[src/rtl/ddr_bank_timer.sv]
// rtl/ddr_bank_timer.sv - per-bank DDR4 command timing tracker with ready vectors and row-hit query
module ddr_bank_timer #(
  parameter int NUM_BANKS = 16,
  parameter int ROW_W     = 17,
  parameter int tRCD      = 15,
  parameter int tRP       = 15,
  parameter int tRAS      = 33,
  parameter int tRTP      = 8,
  parameter int tWR       = 16,
  parameter int tCCD      = 4,
  parameter int CWL       = 11,
  parameter int BL        = 8,
  parameter int CNT_W     = 6,
  localparam int BA_W     = $clog2(NUM_BANKS)
) (
  input  logic                 clock,
  input  logic                 reset_n,
  input  logic                 cmd_valid,
  input  logic [2:0]           cmd_type,
  input  logic [BA_W-1:0]      cmd_bank,
  input  logic [ROW_W-1:0]     cmd_row,
  input  logic [BA_W-1:0]      qry_bank,
  input  logic [ROW_W-1:0]     qry_row,
  output logic [NUM_BANKS-1:0] act_rdy,
  output logic [NUM_BANKS-1:0] cas_rdy,
  output logic [NUM_BANKS-1:0] pre_rdy,
  output logic                 prea_rdy,
  output logic                 all_idle,
  output logic                 row_hit,
  output logic                 cmd_err
);

  typedef enum logic [1:0] {
    B_IDLE        = 2'd0,
    B_ACTIVATING  = 2'd1,
    B_ACTIVE      = 2'd2,
    B_PRECHARGING = 2'd3
  } bank_state_t;

  localparam logic [2:0] CMD_DES  = 3'd0;
  localparam logic [2:0] CMD_ACT  = 3'd1;
  localparam logic [2:0] CMD_RD   = 3'd2;
  localparam logic [2:0] CMD_WR   = 3'd3;
  localparam logic [2:0] CMD_PRE  = 3'd4;
  localparam logic [2:0] CMD_PREA = 3'd5;

  localparam int WR_REC = CWL + BL / 2 + tWR;

  // Counters are loaded with (timing - 1) at the command edge, so a value of
  // zero in cycle T+timing means the constraint has just been satisfied.
  localparam logic [CNT_W-1:0] RCD_LD = CNT_W'(tRCD - 1);
  localparam logic [CNT_W-1:0] RP_LD  = CNT_W'(tRP - 1);
  localparam logic [CNT_W-1:0] RAS_LD = CNT_W'(tRAS - 1);
  localparam logic [CNT_W-1:0] RTP_LD = CNT_W'(tRTP - 1);
  localparam logic [CNT_W-1:0] WRR_LD = CNT_W'(WR_REC - 1);
  localparam logic [CNT_W-1:0] CCD_LD = CNT_W'(tCCD - 1);

  // A one-clock tRCD/tRP skips the transitional state entirely.
  localparam bank_state_t ACT_DST = (tRCD <= 1) ? B_ACTIVE : B_ACTIVATING;
  localparam bank_state_t PRE_DST = (tRP  <= 1) ? B_IDLE   : B_PRECHARGING;

  bank_state_t        st_q  [NUM_BANKS];
  bank_state_t        st_d  [NUM_BANKS];
  logic [CNT_W-1:0]   rcd_q [NUM_BANKS];
  logic [CNT_W-1:0]   rcd_d [NUM_BANKS];
  logic [CNT_W-1:0]   ras_q [NUM_BANKS];
  logic [CNT_W-1:0]   ras_d [NUM_BANKS];
  logic [CNT_W-1:0]   rp_q  [NUM_BANKS];
  logic [CNT_W-1:0]   rp_d  [NUM_BANKS];
  logic [CNT_W-1:0]   wrr_q [NUM_BANKS];
  logic [CNT_W-1:0]   wrr_d [NUM_BANKS];
  logic [CNT_W-1:0]   rtp_q [NUM_BANKS];
  logic [CNT_W-1:0]   rtp_d [NUM_BANKS];
  logic [ROW_W-1:0]   row_q [NUM_BANKS];
  logic [ROW_W-1:0]   row_d [NUM_BANKS];
  logic [CNT_W-1:0]   ccd_q;
  logic [CNT_W-1:0]   ccd_d;
  logic               cmd_err_q;

  logic [NUM_BANKS-1:0] act_raw;
  logic [NUM_BANKS-1:0] cas_raw;
  logic [NUM_BANKS-1:0] pre_raw;
  logic                 prea_raw;
  logic                 idle_raw;
  logic                 cmd_ok;
  logic                 cmd_bad;

  function automatic logic [CNT_W-1:0] sat_dec(input logic [CNT_W-1:0] v);
    return (v == '0) ? '0 : v - CNT_W'(1);
  endfunction

  // Ready vectors from registered state only; never depend on the current command.
  always_comb begin
    act_raw  = '0;
    cas_raw  = '0;
    pre_raw  = '0;
    prea_raw = 1'b1;
    idle_raw = 1'b1;
    for (int b = 0; b < NUM_BANKS; b++) begin
      act_raw[b] = (st_q[b] == B_IDLE);
      cas_raw[b] = (st_q[b] == B_ACTIVE) && (ccd_q == '0);
      pre_raw[b] = (st_q[b] == B_ACTIVE) && (ras_q[b] == '0) &&
                   (wrr_q[b] == '0) && (rtp_q[b] == '0);
      if ((st_q[b] == B_ACTIVATING) || (st_q[b] == B_PRECHARGING)) begin
        prea_raw = 1'b0;
      end
      if ((st_q[b] == B_ACTIVE) && !pre_raw[b]) begin
        prea_raw = 1'b0;
      end
      if (st_q[b] != B_IDLE) begin
        idle_raw = 1'b0;
      end
    end
  end

  // Legality of the issued command against this cycle's ready vectors.
  always_comb begin
    cmd_ok  = 1'b0;
    cmd_bad = 1'b0;
    if (cmd_valid) begin
      case (cmd_type)
        CMD_DES:           cmd_ok  = 1'b0;
        CMD_ACT:           begin cmd_ok = act_raw[cmd_bank]; cmd_bad = !act_raw[cmd_bank]; end
        CMD_RD, CMD_WR:    begin cmd_ok = cas_raw[cmd_bank]; cmd_bad = !cas_raw[cmd_bank]; end
        CMD_PRE:           begin cmd_ok = pre_raw[cmd_bank]; cmd_bad = !pre_raw[cmd_bank]; end
        CMD_PREA:          begin cmd_ok = prea_raw;          cmd_bad = !prea_raw;          end
        default:           cmd_bad = 1'b1;
      endcase
    end
  end

  // Per-bank next state: timer-driven transitions first, accepted command overrides.
  always_comb begin
    ccd_d = sat_dec(ccd_q);
    if (cmd_ok && ((cmd_type == CMD_RD) || (cmd_type == CMD_WR))) begin
      ccd_d = CCD_LD;
    end
    for (int b = 0; b < NUM_BANKS; b++) begin
      st_d[b]  = st_q[b];
      rcd_d[b] = sat_dec(rcd_q[b]);
      ras_d[b] = sat_dec(ras_q[b]);
      rp_d[b]  = sat_dec(rp_q[b]);
      wrr_d[b] = sat_dec(wrr_q[b]);
      rtp_d[b] = sat_dec(rtp_q[b]);
      row_d[b] = row_q[b];

      case (st_q[b])
        B_ACTIVATING:  if (rcd_q[b] <= CNT_W'(1)) st_d[b] = B_ACTIVE;
        B_PRECHARGING: if (rp_q[b]  <= CNT_W'(1)) st_d[b] = B_IDLE;
        default:       st_d[b] = st_q[b];
      endcase

      if (cmd_ok && (cmd_bank == b[BA_W-1:0])) begin
        case (cmd_type)
          CMD_ACT: begin
            st_d[b]  = ACT_DST;
            row_d[b] = cmd_row;
            rcd_d[b] = RCD_LD;
            ras_d[b] = RAS_LD;
          end
          CMD_RD:  rtp_d[b] = RTP_LD;
          CMD_WR:  wrr_d[b] = WRR_LD;
          CMD_PRE: begin
            st_d[b] = PRE_DST;
            rp_d[b] = RP_LD;
          end
          default: st_d[b] = st_d[b];
        endcase
      end

      if (cmd_ok && (cmd_type == CMD_PREA) && (st_q[b] == B_ACTIVE)) begin
        st_d[b] = PRE_DST;
        rp_d[b] = RP_LD;
      end
    end
  end

  // State, counter and open-row registers with synchronous reset.
  always_ff @(posedge clock) begin
    if (!reset_n) begin
      for (int b = 0; b < NUM_BANKS; b++) begin
        st_q[b]  <= B_IDLE;
        rcd_q[b] <= '0;
        ras_q[b] <= '0;
        rp_q[b]  <= '0;
        wrr_q[b] <= '0;
        rtp_q[b] <= '0;
        row_q[b] <= '0;
      end
      ccd_q     <= '0;
      cmd_err_q <= 1'b0;
    end else begin
      for (int b = 0; b < NUM_BANKS; b++) begin
        st_q[b]  <= st_d[b];
        rcd_q[b] <= rcd_d[b];
        ras_q[b] <= ras_d[b];
        rp_q[b]  <= rp_d[b];
        wrr_q[b] <= wrr_d[b];
        rtp_q[b] <= rtp_d[b];
        row_q[b] <= row_d[b];
      end
      ccd_q     <= ccd_d;
      cmd_err_q <= cmd_bad;
    end
  end

  assign act_rdy  = reset_n ? act_raw : '0;
  assign cas_rdy  = reset_n ? cas_raw : '0;
  assign pre_rdy  = reset_n ? pre_raw : '0;
  assign prea_rdy = reset_n && prea_raw;
  assign all_idle = reset_n && idle_raw;
  assign row_hit  = reset_n && (st_q[qry_bank] == B_ACTIVE) && (row_q[qry_bank] == qry_row);
  assign cmd_err  = cmd_err_q;

endmodule

[config.mk]
export PLATFORM = sky130hd
export DESIGN_NAME = ddr_bank_timer
export DESIGN_NICKNAME = d
export VERILOG_FILES = /design/src/rtl/ddr_bank_timer.sv
export SDC_FILE = /design/constraint.sdc
export NUM_CORES = 2
export LEC_CHECK = 0
export CORE_ASPECT_RATIO = 2
export CORE_MARGIN = 2
export CORE_UTILIZATION = 67
export CTS_CLUSTER_DIAMETER = 80
export DETAILED_ROUTE_END_ITERATION = 16
export PLACE_DENSITY = 0.83
export SLEW_MARGIN = 20
export SYNTH_ARGS = -nofsm -noshare
export SYNTH_HDL_FRONTEND = slang
export SYNTH_SLANG_ARGS = --single-unit
[constraint.sdc]
create_clock -name clock -period 10.7 [get_ports clock]
set_input_delay 2.14 -clock clock [delete_from_list [all_inputs] [get_ports clock]]
set_output_delay 2.14 -clock clock [all_outputs]
set_load 0.01 [all_outputs]
==> summary by stage <==
Floorplan
The die is between 300 and 400 um tall. The area of the die is 0.0569 mm^2. The standard cell core area is ~0.054 mm^2. The I/O pin count is 100. In this run the core area contains ~120 standard-cell rows. The width of the chip is ~170 um. For this configuration, the core starts out at a cell density of 0.676.

Critical path
Among cell families on the critical path, the largest total delay comes from buffers and inverters. The sum of buffers and inverters on the critical path is 3. The slowest stage cell on the critical path is sky130_fd_sc_hd__buf_4. The worst setup path category is in2out.

The data arrival time at the worst-slack endpoint is 6.09 ns. For the worst setup path, the data required time is between 8 and 9 ns. Traced cell by cell, the critical path runs through buf_4 -> buf_4 -> mux4_2 -> mux4_2 -> xnor2_1 -> nand4_1 -> nor4_1 -> clkdlybuf4s50_1. The endpoint identified for the worst register-to-register timing path is st_q[12][0]$_SDFF_PN0_. The critical register-to-register path startpoint is st_q[12][1]$_SDFF_PN0_. In this run the worst path has a maximum fanout of just over 40. For flop-to-flop paths, the worst setup slack is 6.21 ns. The number of cell instances on the worst register-to-register path is 7. The category of the worst setup path capture point is a primary output. Following the worst setup path forward leads to its endpoint at row_hit.

The critical path depth in cells is 8. The launching element type of the critical path is a primary input. The peak per-stage delay on the critical path is between 0.7 and 0.8 ns. The source of the critical timing path is qry_bank[0].

Placed design
At the end of routability-driven placement, the weighted congestion stood at around 1. Port buffering added 99 buffers. The area after detailed placement is around 0.038 mm^2. OpenSTA, run right after detailed placement, puts the worst setup slack at 2.71 ns. The detailed placement HPWL is about 70 mm.

CTS
For this design, the sink count on the clock tree is about 790. TritonCTS built the clock tree. The root buffer cell is sky130_fd_sc_hd__clkbuf_16. The number of buffers inserted by post-CTS setup repair is 0.

The later pin in the worst-skew pair is clocked with a latency of 0.61 ns. The clock transition at the registers of the reported paths is 0.07 ns. The total number of H-tree levels is 3.

The maximum clock insertion buffer count is 3. Buffers inserted to repair hold after CTS numbered 0. The post-cts resize count is 0. TritonCTS created 67 clock buffers.

STA
The count of endpoints failing hold in the final timing report was 0. The summed negative setup slack over all endpoints is 0 ns. The final period demand of the worst path is ~8.2 ns. Dividing the final minimum period by the clock period gives 0.769. The slew of the pin with the lowest slew margin is around 1.3 ns.

The worst pin sits at a relative slew slack of 0.159. Setup slack on the critical path of the routed design comes to ~2.5 ns. Setup repair after global routing left no endpoint under its margin. The number of pins exceeding their max-slew limit in the final report is 0. Setup violations remaining at the end of the flow were counted as 0.

Static timing analysis puts the maximum clock frequency at between 100 and 150 MHz. The tightest hold margin is ~0.44 ns. The clock skew after layout is 0.0224 ns.

Finish
In the final layout, the share of cells above drive strength 1 is 0.0771. The final layout net count is between 3000 and 4000. The diode insertion count for antenna repair is 0.

The final design utilization is 0.746. The summed area of non-filler cells in the final layout is 0.0405 mm^2. The area growth from synthesis to layout is 10.3%.

Synth
Averaged over all synthesized cells, the footprint is roughly 10 um^2. In this run, synthesis produced a sequential element count of just under 800. After synthesis, the netlist uses 83 different library cells. The post-synthesis net count is between 3000 and 4000.

The number of warnings reported in the yosys synthesis log is 0. In this run, synthesis inferred 272 flip-flops with an integrated enable. The number of instances in the synthesized netlist is between 3000 and 4000. After synthesis the cells add up to 0.0368 mm^2.

The sequential share of the synthesized area is 0.505. The commonest register cell after synthesis is sky130_fd_sc_hd__dfxtp_1. For this run, asynchronously set or reset flops after synthesis account for 0.

Global routing
The first global-routing pass estimated 155 mm of wire. In the global route stage, overall resource usage came out at 0.355. The via count of the first global-routing pass was a little under 30000.

The number of antenna violations at the first check in global routing was 3. The leftover overflow at the end of global routing is 0. The maximum number of pins on one net before global-route repair is 92.

Route
The routed design has 101 mm of wire. The met3 wire length is between 8 and 9 mm. The detailed router put a total of 32.3 mm of wire on met1. For this run, the detailed router's first-pass iteration total came to 6. The count of nets left with antenna violations once routing finished came out at 0. The remaining routing DRC violations is 0.

The highest metal layer with signal wires is met5. Across all layers, the routed design uses between 20000 and 30000 vias. The average wire per standard cell is 22.8 um. The met2 wire length is roughly 50 mm. The DRC marker count from the first detailed-route iteration is 2781. After detailed routing, the number of vias per cell comes to roughly 6.5.

Flow run
The count of max-cap constraint violations is 0.

Pwr
The power dissipated by switching net loads is around 4 mW. The power density of the placed cells is between 200 and 300 mW/mm^2. The static leakage power is ~15 nW. Of the total power, registers draw 0.402. Cell internal power was estimated by the tool at slightly above 7 mW.

VDD sags by at most between 150 and 200 uV. Of the total power, combinational logic draws 0.369. Of the total power, the share spent switching nets is 0.358. Of the total power, the clock network draws 0.229.

Min path
The path class of the lowest-slack min-delay path is reg2reg.

Run status
The run finished with clean final reports.
[per-stage QoR]
stage | instances | power, mW
finish | 4409 | 11.2
global route | 4409 | 12.0
CTS | 4409 | 11.2
detailed placement | 4290 | 8.60
global placement | 4290 | 8.43
floorplan | 3634 | 7.72
[flip-flops by register name, summed over array words and instances (netlist names)]
register / count
rp_q: 96
rtp_q: 96
wrr_q: 96
rcd_q: 96
ras_q: 96
st_q: 32
cmd_err: 1
row_q: 272
ccd_q: 6
[cell usage after synthesis, types with 52 or more instances]
cell,count,area [um^2]
sky130_fd_sc_hd__mux4_2,89,2000
sky130_fd_sc_hd__o21ai_0,117,586
sky130_fd_sc_hd__nor4_1,71,444
sky130_fd_sc_hd__o22ai_1,84,526
sky130_fd_sc_hd__inv_1,201,754
sky130_fd_sc_hd__xnor2_1,195,1710
sky130_fd_sc_hd__nand3_1,62,310
sky130_fd_sc_hd__nor2_1,587,2200
sky130_fd_sc_hd__nor3_1,221,1110
sky130_fd_sc_hd__o21a_1,54,405
sky130_fd_sc_hd__dfxtp_1,519,10400
sky130_fd_sc_hd__edfxtp_1,272,8170
sky130_fd_sc_hd__clkbuf_1,115,432
sky130_fd_sc_hd__ha_1,145,1810
sky130_fd_sc_hd__a21oi_1,52,260
sky130_fd_sc_hd__xor2_1,99,867
sky130_fd_sc_hd__nand2_1,289,1080
[layer usage]
| metal | track usage | vias up |
|---|---|---|
| met2 | 0.626 | 1442 |
| met3 | 0.0736 | 588 |
| met1 | 0.356 | 13566 |
| met5 | 0 | - |
| met4 | 0.294 | 6 |
| li1 | - | 12885 |
[layout by cell type (no fill, tap or decap), types with 84 or more instances in the layout]
master / n
sky130_fd_sc_hd__xnor2_1: 195
sky130_fd_sc_hd__ha_1: 145
sky130_fd_sc_hd__inv_1: 200
sky130_fd_sc_hd__nand2_1: 284
sky130_fd_sc_hd__mux4_2: 89
sky130_fd_sc_hd__nor2_1: 587
sky130_fd_sc_hd__o21ai_0: 117
sky130_fd_sc_hd__xor2_1: 99
sky130_fd_sc_hd__edfxtp_1: 272
sky130_fd_sc_hd__dfxtp_1: 519
sky130_fd_sc_hd__nor3_1: 221
sky130_fd_sc_hd__o22ai_1: 84
sky130_fd_sc_hd__clkdlybuf4s50_1: 95
[cell families after synthesis]
| kind of cell | after synthesis | share of synthesized area |
|---|---|---|
| buffers and inverters | 354 | 0.0372 |
| muxes | 101 | 0.0579 |
| adders and majority gates | 145 | 0.0493 |
| xor gates and xnor gates | 294 | 0.0700 |
| AOI/OAI and AO/OA | 483 | 0.0940 |
| DFF | 791 | 0.505 |
| and+or+nand+nor | 1466 | 0.187 |
[power by group through the flow]
| stage | registers (mW) | logic [mW] | clock network, mW |
|---|---|---|---|
| floorplan | 4.39 | 3.32 | 0 |
| global placement | 4.51 | 3.92 | 0 |
| detailed placement | 4.54 | 4.06 | 0 |
| CTS | 4.49 | 4.14 | 2.59 |
| global route | 4.59 | 4.67 | 2.69 |
| finish | 4.51 | 4.14 | 2.57 |
[worst min path at each step]
| stage | start | end | slack [ns] | depth (start not counted) |
|---|---|---|---|---|
| floorplan | ras_q[0][0]$_SDFF_PN0_ | ras_q[0][0]$_SDFF_PN0_ | 0.41 | 1 |
| global placement | ras_q[1][6]$_SDFF_PN0_ | ras_q[1][6]$_SDFF_PN0_ | 0.42 | 1 |
| detailed placement | ras_q[1][18]$_SDFF_PN0_ | ras_q[1][18]$_SDFF_PN0_ | 0.43 | 1 |
| CTS | ras_q[1][36]$_SDFF_PN0_ | ras_q[1][36]$_SDFF_PN0_ | 0.44 | 1 |
| global route | ras_q[0][12]$_SDFF_PN0_ | ras_q[0][12]$_SDFF_PN0_ | 0.45 | 1 |
| finish | ras_q[1][18]$_SDFF_PN0_ | ras_q[1][18]$_SDFF_PN0_ | 0.44 | 1 |
[worst register-to-register path, delay by kind of cell, from the launching register on]
kind,cells,cell delay [ns]
simple gates,3,2.27
compound gates,4,1.54
flops,1,0.64
[area by class of cell]
type | count | area (um^2)
timing repair buffer | 133 | 1250
inverter | 201 | 757
clock buffer | 88 | 1850
sequential | 791 | 18600
multi-input combinational | 2489 | 16900
clock inverter | 31 | 414
tap | 676 | 846
fill | 3655 | 13800
Note: power is estimated with default switching activity, not from simulation.
